<file path="src/rtl/serial_addsub_seq.sv">
// Bit-serial WIDTH-bit adder/subtractor: one operand bit pair per clock through a registered-carry
// full-adder slice. Define SERIAL_ADDSUB_OVF_EN to build the signed-overflow output.
module serial_addsub_seq #(
  parameter int unsigned WIDTH = 4
) (
  input  logic             clk,
  input  logic             rst_n,
  input  logic             start,
  input  logic             sub,
  input  logic [WIDTH-1:0] a,
  input  logic [WIDTH-1:0] b,
  output logic             busy,
  output logic             done,
  output logic [WIDTH-1:0] sum,
  output logic             cout,
  output logic             ovf
);

  localparam int unsigned CntW = $clog2(WIDTH);
  localparam logic [CntW-1:0] CntLast = CntW'(WIDTH - 1);

  typedef enum logic [1:0] {StIdle, StShift, StDone} state_e;

  state_e           state_q, state_d;
  logic [WIDTH-1:0] a_q, a_d, b_q, b_d;
  logic [WIDTH-1:0] res_q, res_d;
  logic [WIDTH-1:0] sum_q, sum_d;
  logic             carry_q, carry_d;
  logic             cout_q, cout_d;
  logic [CntW-1:0]  cnt_q, cnt_d;
  logic             s_bit, c_next, last;

  assign s_bit  = a_q[0] ^ b_q[0] ^ carry_q;
  assign c_next = (a_q[0] & b_q[0]) | (a_q[0] & carry_q) | (b_q[0] & carry_q);
  assign last   = (cnt_q == CntLast);

  always_comb begin
    state_d = state_q;
    a_d     = a_q;
    b_d     = b_q;
    res_d   = res_q;
    sum_d   = sum_q;
    carry_d = carry_q;
    cout_d  = cout_q;
    cnt_d   = cnt_q;
    case (state_q)
      StIdle, StDone: begin
        if (start) begin
          // Subtraction is a + ~b + 1: invert b and seed the carry with 1.
          a_d     = a;
          b_d     = b ^ {WIDTH{sub}};
          carry_d = sub;
          cnt_d   = '0;
          state_d = StShift;
        end else begin
          state_d = StIdle;
        end
      end
      StShift: begin
        a_d     = a_q >> 1;
        b_d     = b_q >> 1;
        carry_d = c_next;
        res_d   = {s_bit, res_q[WIDTH-1:1]};
        if (last) begin
          sum_d   = {s_bit, res_q[WIDTH-1:1]};
          cout_d  = c_next;
          cnt_d   = '0;
          state_d = StDone;
        end else begin
          cnt_d = cnt_q + 1'b1;
        end
      end
      default: state_d = StIdle;
    endcase
  end

  always_ff @(posedge clk or negedge rst_n) begin
    if (!rst_n) begin
      state_q <= StIdle;
      a_q     <= '0;
      b_q     <= '0;
      res_q   <= '0;
      sum_q   <= '0;
      carry_q <= 1'b0;
      cout_q  <= 1'b0;
      cnt_q   <= '0;
    end else begin
      state_q <= state_d;
      a_q     <= a_d;
      b_q     <= b_d;
      res_q   <= res_d;
      sum_q   <= sum_d;
      carry_q <= carry_d;
      cout_q  <= cout_d;
      cnt_q   <= cnt_d;
    end
  end

  assign busy = (state_q == StShift);
  assign done = (state_q == StDone);
  assign sum  = sum_q;
  assign cout = cout_q;

`ifdef SERIAL_ADDSUB_OVF_EN
  logic ovf_q, ovf_d;

  // carry_q holds the carry into the MSB during the final step.
  always_comb begin
    ovf_d = ovf_q;
    if (state_q == StShift && last) begin
      ovf_d = carry_q ^ c_next;
    end
  end

  always_ff @(posedge clk or negedge rst_n) begin
    if (!rst_n) begin
      ovf_q <= 1'b0;
    end else begin
      ovf_q <= ovf_d;
    end
  end

  assign ovf = ovf_q;
`else
  assign ovf = 1'b0;
`endif

endmodule

</file>
<file path="config.mk">
export PLATFORM = sky130hd
export DESIGN_NAME = serial_addsub_seq
export DESIGN_NICKNAME = d
export VERILOG_FILES = /design/src/rtl/serial_addsub_seq.sv
export SDC_FILE = /design/constraint.sdc
export NUM_CORES = 1
export LEC_CHECK = 0
export BUFFER_PORTS_ARGS = -buffer_cell sky130_fd_sc_hd__buf_2
export CORE_ASPECT_RATIO = 2
export CORE_MARGIN = 2
export CORE_UTILIZATION = 25
export DETAILED_ROUTE_END_ITERATION = 6
export GPL_TIMING_DRIVEN = 0
export REMOVE_ABC_BUFFERS = 1
export SETUP_SLACK_MARGIN = 0.02
export SLEW_MARGIN = 25
export SYNTH_ARGS = -nofsm -noshare
export SYNTH_HDL_FRONTEND = slang
export SYNTH_SLANG_ARGS = --single-unit
</file>
<file path="constraint.sdc">
create_clock -name clk -period 2.71 [get_ports clk]
set_input_delay 0.1355 -clock clk [delete_from_list [all_inputs] [get_ports clk]]
set_output_delay 0.1355 -clock clk [all_outputs]
set_load 0.005 [all_outputs]
</file>
==> results of run 1 <==
## metrics by stage
stage / setup WS, ps / power (W) / std cells / hold WS, ps
final: 1180 / 0.00128 / 145 / 90.5
after global routing: 1090 / 0.00137 / 145 / 110
after CTS: 1160 / 0.00130 / 145 / 93.2
after detailed placement: 1170 / 0.00109 / 140 / 117
after global placement: 1230 / 0.00105 / 140 / 106
after floorplan: 1440 / 0.000927 / 73 / -160
## worst min-delay path by stage
stage / start / end / slack, ps / cells after the start
2_1_floorplan: rst_n / a_q[0] / -160 / 0
3_3_place_gp: rst_n / sum[0] / 110 / 1
3_5_place_dp: rst_n / sum[0] / 120 / 1
4_1_cts: a[1] / a_q[1] / 90 / 3
5_1_grt: a[1] / a_q[1] / 110 / 3
6_report: a[1] / a_q[1] / 90 / 3
## metal layers
metal | share of wire (%) | up-vias | track usage, %
li1 | - | 300 | -
met1 | 42 | 321 | 11.0
met2 | 52 | 22 | 13.7
met3 | 4.6 | 2 | 1.79
met4 | 1.0 | 0 | 2.70
met5 | 0 | - | 0
## layout by cell type (no fill, tap or decap), drive strengths merged, types with 2 or more instances in the layout
| cell | netlist | final |
|---|---|---|
| a21o | 2 | 2 |
| a22oi | 3 | 3 |
| nand2 | 13 | 13 |
| clkbuf | 1 | 3 |
| xnor2 | 3 | 3 |
| a22o | 4 | 4 |
| buf | 4 | 18 |
| inv | 2 | 2 |
| nor2b | 2 | 2 |
| a221o | 3 | 3 |
| dfrtp | 21 | 21 |
| mux2 | 5 | 5 |
| nor2 | 4 | 4 |
| nand2b | 2 | 2 |
| nand3 | 3 | 3 |
## flip-flops by register name (all words and copies together), names as in the netlist
register  count
carry_q       1
b_q           4
res_q         3
a_q           4
cout          1
state_q       2
cnt_q         2
sum           4
## timing repair
action / CTS / global route
endpoints found under the hold margin: 21 / 0
hold buffers: 1 / 0
setup endpoints to repair: 0 / 0
## power by group through the flow
stage | registers [W] | clock network, W | logic [W]
3_3_place_gp | 0.000547 | 0 | 0.000508
3_5_place_dp | 0.000555 | 0 | 0.000539
2_1_floorplan | 0.000537 | 0 | 0.000390
5_1_grt | 0.000565 | 0.000219 | 0.000590
6_report | 0.000547 | 0.000203 | 0.000529
4_1_cts | 0.000550 | 0.000208 | 0.000540
## logic make-up after synthesis
logic type | count (synthesis) | share of synthesized area (%)
other | 1 | 0.392
and+or+nand+nor | 25 | 13.2
muxes | 5 | 7.84
DFF | 21 | 54.9
adders and majority gates | 2 | 3.40
buffers and inverters | 7 | 5.36
xor gates and xnor gates | 4 | 3.66
AOI/OAI and AO/OA | 13 | 11.2
## cell type report
type | instances | area, um^2 | area share (%)
timing repair buffer | 19 | 100 | 8.89
tap | 49 | 61.3 | 5.44
clock buffer | 3 | 41.3 | 3.67
clock inverter | 1 | 5.00 | 0.444
sequential | 21 | 526 | 46.7
inverter | 2 | 12.5 | 1.11
multi-input combinational | 50 | 380 | 33.8
## critical path, delay by kind of cell, from the launching register on
kind | cells | cell delay (ps)
flops | 1 | 410
simple gates | 2 | 680
compound gates | 1 | 330
==> impl_metrics.py, run 1 <==
metrics = {
    "drt": {
        "wl_mm": 1.70,
        "drcViolationCount": 0,
        "drtPass1Iterations": 4,
        "wl_per_cell_um": 11.7,
        "vias_per_cell": 4.45,
        "vias": 645,
        "drt_iter0_drc": 25,
        "ant_nets": 0,
    },
    "place": {
        "place.gp.congestion": 0.660,
        "place_hpwl_mm": 1.30,
        "port_buffers": 18,
        "dpl_cell_area_um2": 1070,
    },
    "timing": {
        "finalSetupViolations": 0,
        "finalHoldViolCount": 0,
        "max_freq_mhz": 652,
        "clock_skew_ps": 3.60,
        "worst_slew_pin_slew_ps": 683,
        "drv_slew": 0,
        "rsz0062_at_grt": "no",
        "tns_ps": 0,
        "period_needed_ps": 1530,
        "finalCritPeriodShare_pct": 56.6,
        "slew_headroom_pct": 54.4,
    },
    "floorplanning": {
        "rows": 31,
        "core_area_um2": 3650,
        "initial_core_util_pct": 26.3,
        "fp.dieArea_um2": 4370,
        "die_y_um": 91.5,
        "fp.dieW_um": 47.8,
        "design.portCount": 20,
    },
    "run": {
        "maxCapViolations": 0,
    },
    "clock_tree": {
        "cts_sinks": 21,
        "htree_levels": 1,
        "clockBufferDepth": 2,
        "cts_tree": "yes",
        "cts_buffers": 3,
        "cts_root_buf": "clkbuf_8",
        "clk_latency_ps": 260,
        "cts-resized-gates": 0,
        "cts_setup_buffers": 0,
        "clk_pin_slew_ps": 80,
    },
    "worst_setup_path": {
        "setup.worst_path.start_class": "flop",
        "rrSetupSlack_ps": 1180,
        "critPathArrivalTime_ps": 1680,
        "setup.worst_path.class": "flop to flop",
        "crit_end": "b_q[0]",
        "max_stage_delay_ps": 550,
        "crit_required_ps": 2860,
        "r2r_end": "b_q[0]",
        "cp_slowest_cell": "nor2b_1",
        "reg2reg_depth": 3,
        "reg2reg_from": "state_q[0]",
        "end_kind": "flop",
        "crit_start": "state_q[0]",
        "crit_fanout": 8,
        "path_cells": "nor2b_1 > nor2_4 > a221o_1",
    },
    "hold_path": {
        "hp-class": "primary input to flop",
    },
    "yosys": {
        "yosysTopAreaCellShare_pct": 54.9,
        "yosys_warnings": 0,
        "synthCells": 78,
        "syn_area_per_cell_um2": 12.3,
        "yosysSeqAreaShare_pct": 54.9,
        "synth_edf_count": 0,
        "synth.most_common_cell": "dfrtp_1",
        "yosys.cell_types.count": 27,
        "synth_area_leaders": "dfrtp_1, mux2_4, nand2_1",
        "synth_area_um2": 957,
        "synth_ff_type": "dfrtp_1",
        "synth_common_cells": "dfrtp_1, nand2_1, mux2_4, a22o_1",
        "async_flop_share_pct": 100,
        "yosysTopAreaCell": "dfrtp_1",
        "synth_seq_cells": 21,
    },
    "final_layout": {
        "design_area_um2": 1130,
        "syn2layout_area_growth_pct": 17.6,
        "nNetsFinal": 111,
        "diodes": 0,
        "drive_gt1_share_pct": 32.3,
        "fillers": 398,
        "fin_util_pct": 30.9,
    },
    "global_route": {
        "grt_max_degree": 22,
        "grt_remaining_overflow": 0,
        "antenna_found_initial": 0,
        "grt_pass1_wl_mm": 2.79,
        "grt_use_total_pct": 8.54,
        "grt_pass1_vias": 635,
    },
    "power": {
        "sw_frac_of_total_pct": 35.9,
        "combPwrFrac_pct": 41.4,
        "ir_drop_mv": 0.530,
        "total_leakage_power_nw": 0.580,
        "pwr-share-clk_pct": 15.8,
        "seqPwrFrac_pct": 42.8,
        "switchingPower_w": 0.000459,
        "p_per_area_nw_per_um2": 1140,
        "power.internal_w": 0.000821,
    },
    "run_status": {
        "status": "complete, no violations",
    },
}
Note: power is estimated with default switching activity, not from simulation.
==> inputs of run 2 (changes only) <==
ABC_AREA = 1   (was unset)
clock period = 1.4 ns   (was 2.71 ns; I/O delays follow)
==> impl_metrics.py, run 2 <==
metrics = {
    "worst_setup_path": {
        "crit_required_ps": 1330,
        "end_kind": "output port",
        "reg2reg_from": "a_q[0]",
        "setup.worst_path.class": "flop to output port",
        "critPathArrivalTime_ps": 1180,
        "r2r_end": "carry_q",
        "rrSetupSlack_ps": 210,
        "reg2reg_depth": 5,
        "crit_fanout": 10,
        "path_cells": "nand2_8 > inv_6 > buf_2",
        "cp_slowest_cell": "dfrtp_2",
        "max_stage_delay_ps": 560,
        "setup.worst_path.start_class": "flop",
    },
    "drt": {
        "met2_length_mm": 1.02,
        "drt_iter0_drc": 11,
        "vias": 810,
        "highest_layer": "met4",
        "drtPass1Iterations": 3,
        "ant_nets": 0,
        "drcViolationCount": 0,
        "wl_per_cell_um": 9.65,
        "wl_met3_um": 78,
        "wl_met1_um": 766,
        "vias_per_cell": 4.11,
        "wl_mm": 1.90,
    },
    "yosys": {
        "synth_edf_count": 0,
        "syn_area_per_cell_um2": 8.42,
        "yosysTopAreaCell": "dfrtp_1",
        "async_flop_share_pct": 100,
        "synthMuxAreaShare_pct": 0,
        "synth_area_leaders": "dfrtp_1, nand2_1, nand3_1",
        "synth_top_family_by_area": "simple AND/OR/NAND/NOR gates",
        "synth_compound_area_share_pct": 1.45,
        "synth.most_common_cell": "nand2_1",
        "synth_area_um2": 1040,
        "synth-simple-area-share_pct": 35.0,
        "synthCells": 123,
        "yosysTopAreaCellShare_pct": 50.7,
        "yosysSeqAreaShare_pct": 50.7,
        "synth-xor-area-share_pct": 0.845,
        "synth_seq_cells": 21,
        "yosys_warnings": 0,
        "synth_ff_type": "dfrtp_1",
        "synthAdderAreaFrac_pct": 3.14,
        "yosys.cell_types.count": 19,
        "synth_common_cells": "nand2_1, dfrtp_1, nand3_1, inv_1, o21ai_0",
    },
    "hold_path": {
        "hp-class": "primary input to flop",
        "min-delay-start": "b[3]",
        "whs_path_depth": 4,
        "min_to": "b_q[3]",
    },
    "power": {
        "combPwrFrac_pct": 40.7,
        "seqPwrFrac_pct": 43.3,
        "pwr-share-clk_pct": 16.0,
        "p_per_area_nw_per_um2": 2040,
        "ir_drop_mv": 0.720,
        "switchingPower_w": 0.00104,
        "total_leakage_power_nw": 0.678,
        "sw_frac_of_total_pct": 41.1,
        "power.internal_w": 0.00149,
        "finalPower_w": 0.00253,
    },
    "timing": {
        "drv_slew": 0,
        "tns_ps": 0,
        "rsz0062_at_grt": "no",
        "period_needed_ps": 1250,
        "finalSetupViolations": 0,
        "max_freq_mhz": 801,
        "finalCritPeriodShare_pct": 89.2,
        "clock_skew_ps": 2.19,
        "finalHoldViolCount": 0,
    },
    "floorplanning": {
        "rows": 33,
        "fp.dieArea_um2": 4710,
        "fp.dieW_um": 49.5,
        "core_area_um2": 4050,
        "design.portCount": 20,
        "die_y_um": 95.0,
        "initial_core_util_pct": 25.6,
    },
    "global_route": {
        "grt_pass1_vias": 789,
        "grt_remaining_overflow": 0,
        "grt_max_degree": 22,
        "grt_pass1_wl_mm": 3.47,
        "antenna_found_initial": 0,
        "grt_use_total_pct": 9.58,
    },
    "clock_tree": {
        "cts_sinks": 21,
        "cts_root_buf": "clkbuf_8",
        "clk_pin_slew_ps": 80,
        "cts_tree": "yes",
        "cts_buffers": 3,
        "htree_levels": 1,
        "clk_latency_ps": 260,
        "clockBufferDepth": 2,
    },
    "place": {
        "port_buffers": 18,
        "place.gp.congestion": 0.692,
        "place_hpwl_mm": 1.44,
    },
    "final_layout": {
        "drive_gt1_share_pct": 22.8,
        "final_cell_mix": "nand2_1, dfrtp_1, buf_2",
        "syn2layout_area_growth_pct": 19.7,
        "final_common_cell": "nand2_1",
        "nNetsFinal": 160,
        "diodes": 0,
        "fillers": 479,
    },
    "run_status": {
        "status": "complete, no violations",
    },
    "run": {
        "maxCapViolations": 0,
    },
}
==> run 2: critical path: cells and delay by family, from the launching register on <==
kind | cells | cell delay (ps)
buf+inv | 2 | 230
flops | 1 | 560
simple gates | 1 | 130
==> run 2: cell type report <==
cell class / instances / area, um^2 / share of cell area (%)
Clock inverter: 1 / 5.00 / 0.404
Inverter: 15 / 68.8 / 5.55
Timing Repair Buffer: 20 / 110 / 8.88
Sequential cell: 21 / 527 / 42.5
Tap cell: 52 / 65.1 / 5.25
Multi-Input combinational cell: 85 / 423 / 34.1
Clock buffer: 3 / 41.3 / 3.33
==> run 2: through the flow <==
step / hold WS (ps) / cells / worst slack [ps] / util [%] / instance area [um^2]
after detailed placement: 61.0 / 191 / 156 / 29.0 / 1170
after CTS: 60.4 / 197 / 134 / 30.6 / 1240
after global placement: 59.4 / 191 / 159 / 29.0 / 1170
after global routing: 65.3 / 197 / 83.6 / 30.6 / 1240
after floorplan: -226 / 121 / 264 / - / 1020
final: 58.0 / 197 / 152 / 30.6 / 1240
==> run 2: layer usage <==
| metal | vias up | global-route usage (%) |
|---|---|---|
| li1 | 421 | - |
| met1 | 369 | 10.3 |
| met2 | 16 | 17.3 |
| met3 | 4 | 2.04 |
| met4 | 0 | 4.86 |
| met5 | - | 0 |
==> run 2: logic make-up (layout without fill, tap and decap cells) <==
| kind of cell | count (synthesis) | in the layout |
|---|---|---|
| compound gates | 3 | 3 |
| xor+xnor | 1 | 1 |
| fa+ha+maj | 2 | 2 |
| buf+inv | 17 | 39 |
| flops | 21 | 21 |
| other cells | 1 | 1 |
| simple gates | 78 | 78 |
==> run 2: power groups by stage <==
| stage | logic [W] | registers [W] | clock network [W] |
|---|---|---|---|
| floorplan | 0.000770 | 0.00107 | 0 |
| global placement | 0.00103 | 0.00110 | 0 |
| detailed placement | 0.00106 | 0.00111 | 0 |
| CTS | 0.00107 | 0.00110 | 0.000418 |
| global route | 0.00122 | 0.00113 | 0.000452 |
| finish | 0.00103 | 0.00110 | 0.000404 |
==> run 2: how the worst max path moves through the flow <==
stage                   end  slack (ps)        from
CTS                    busy         130  state_q[0]
detailed placement   sum[0]         160  state_q[0]
global placement     sum[0]         160  state_q[0]
floorplan           carry_q         260      a_q[0]
finish                 busy         150  state_q[0]
global route           busy          80  state_q[0]
==> run 2: what timing repair did <==
action                                  4_1_cts  5_1_grt
hold buffers                                  2        0
endpoints found under the hold margin        22        0
resized for setup                             1        0
setup buffers                                 0        0
endpoints found under the setup margin        1        0
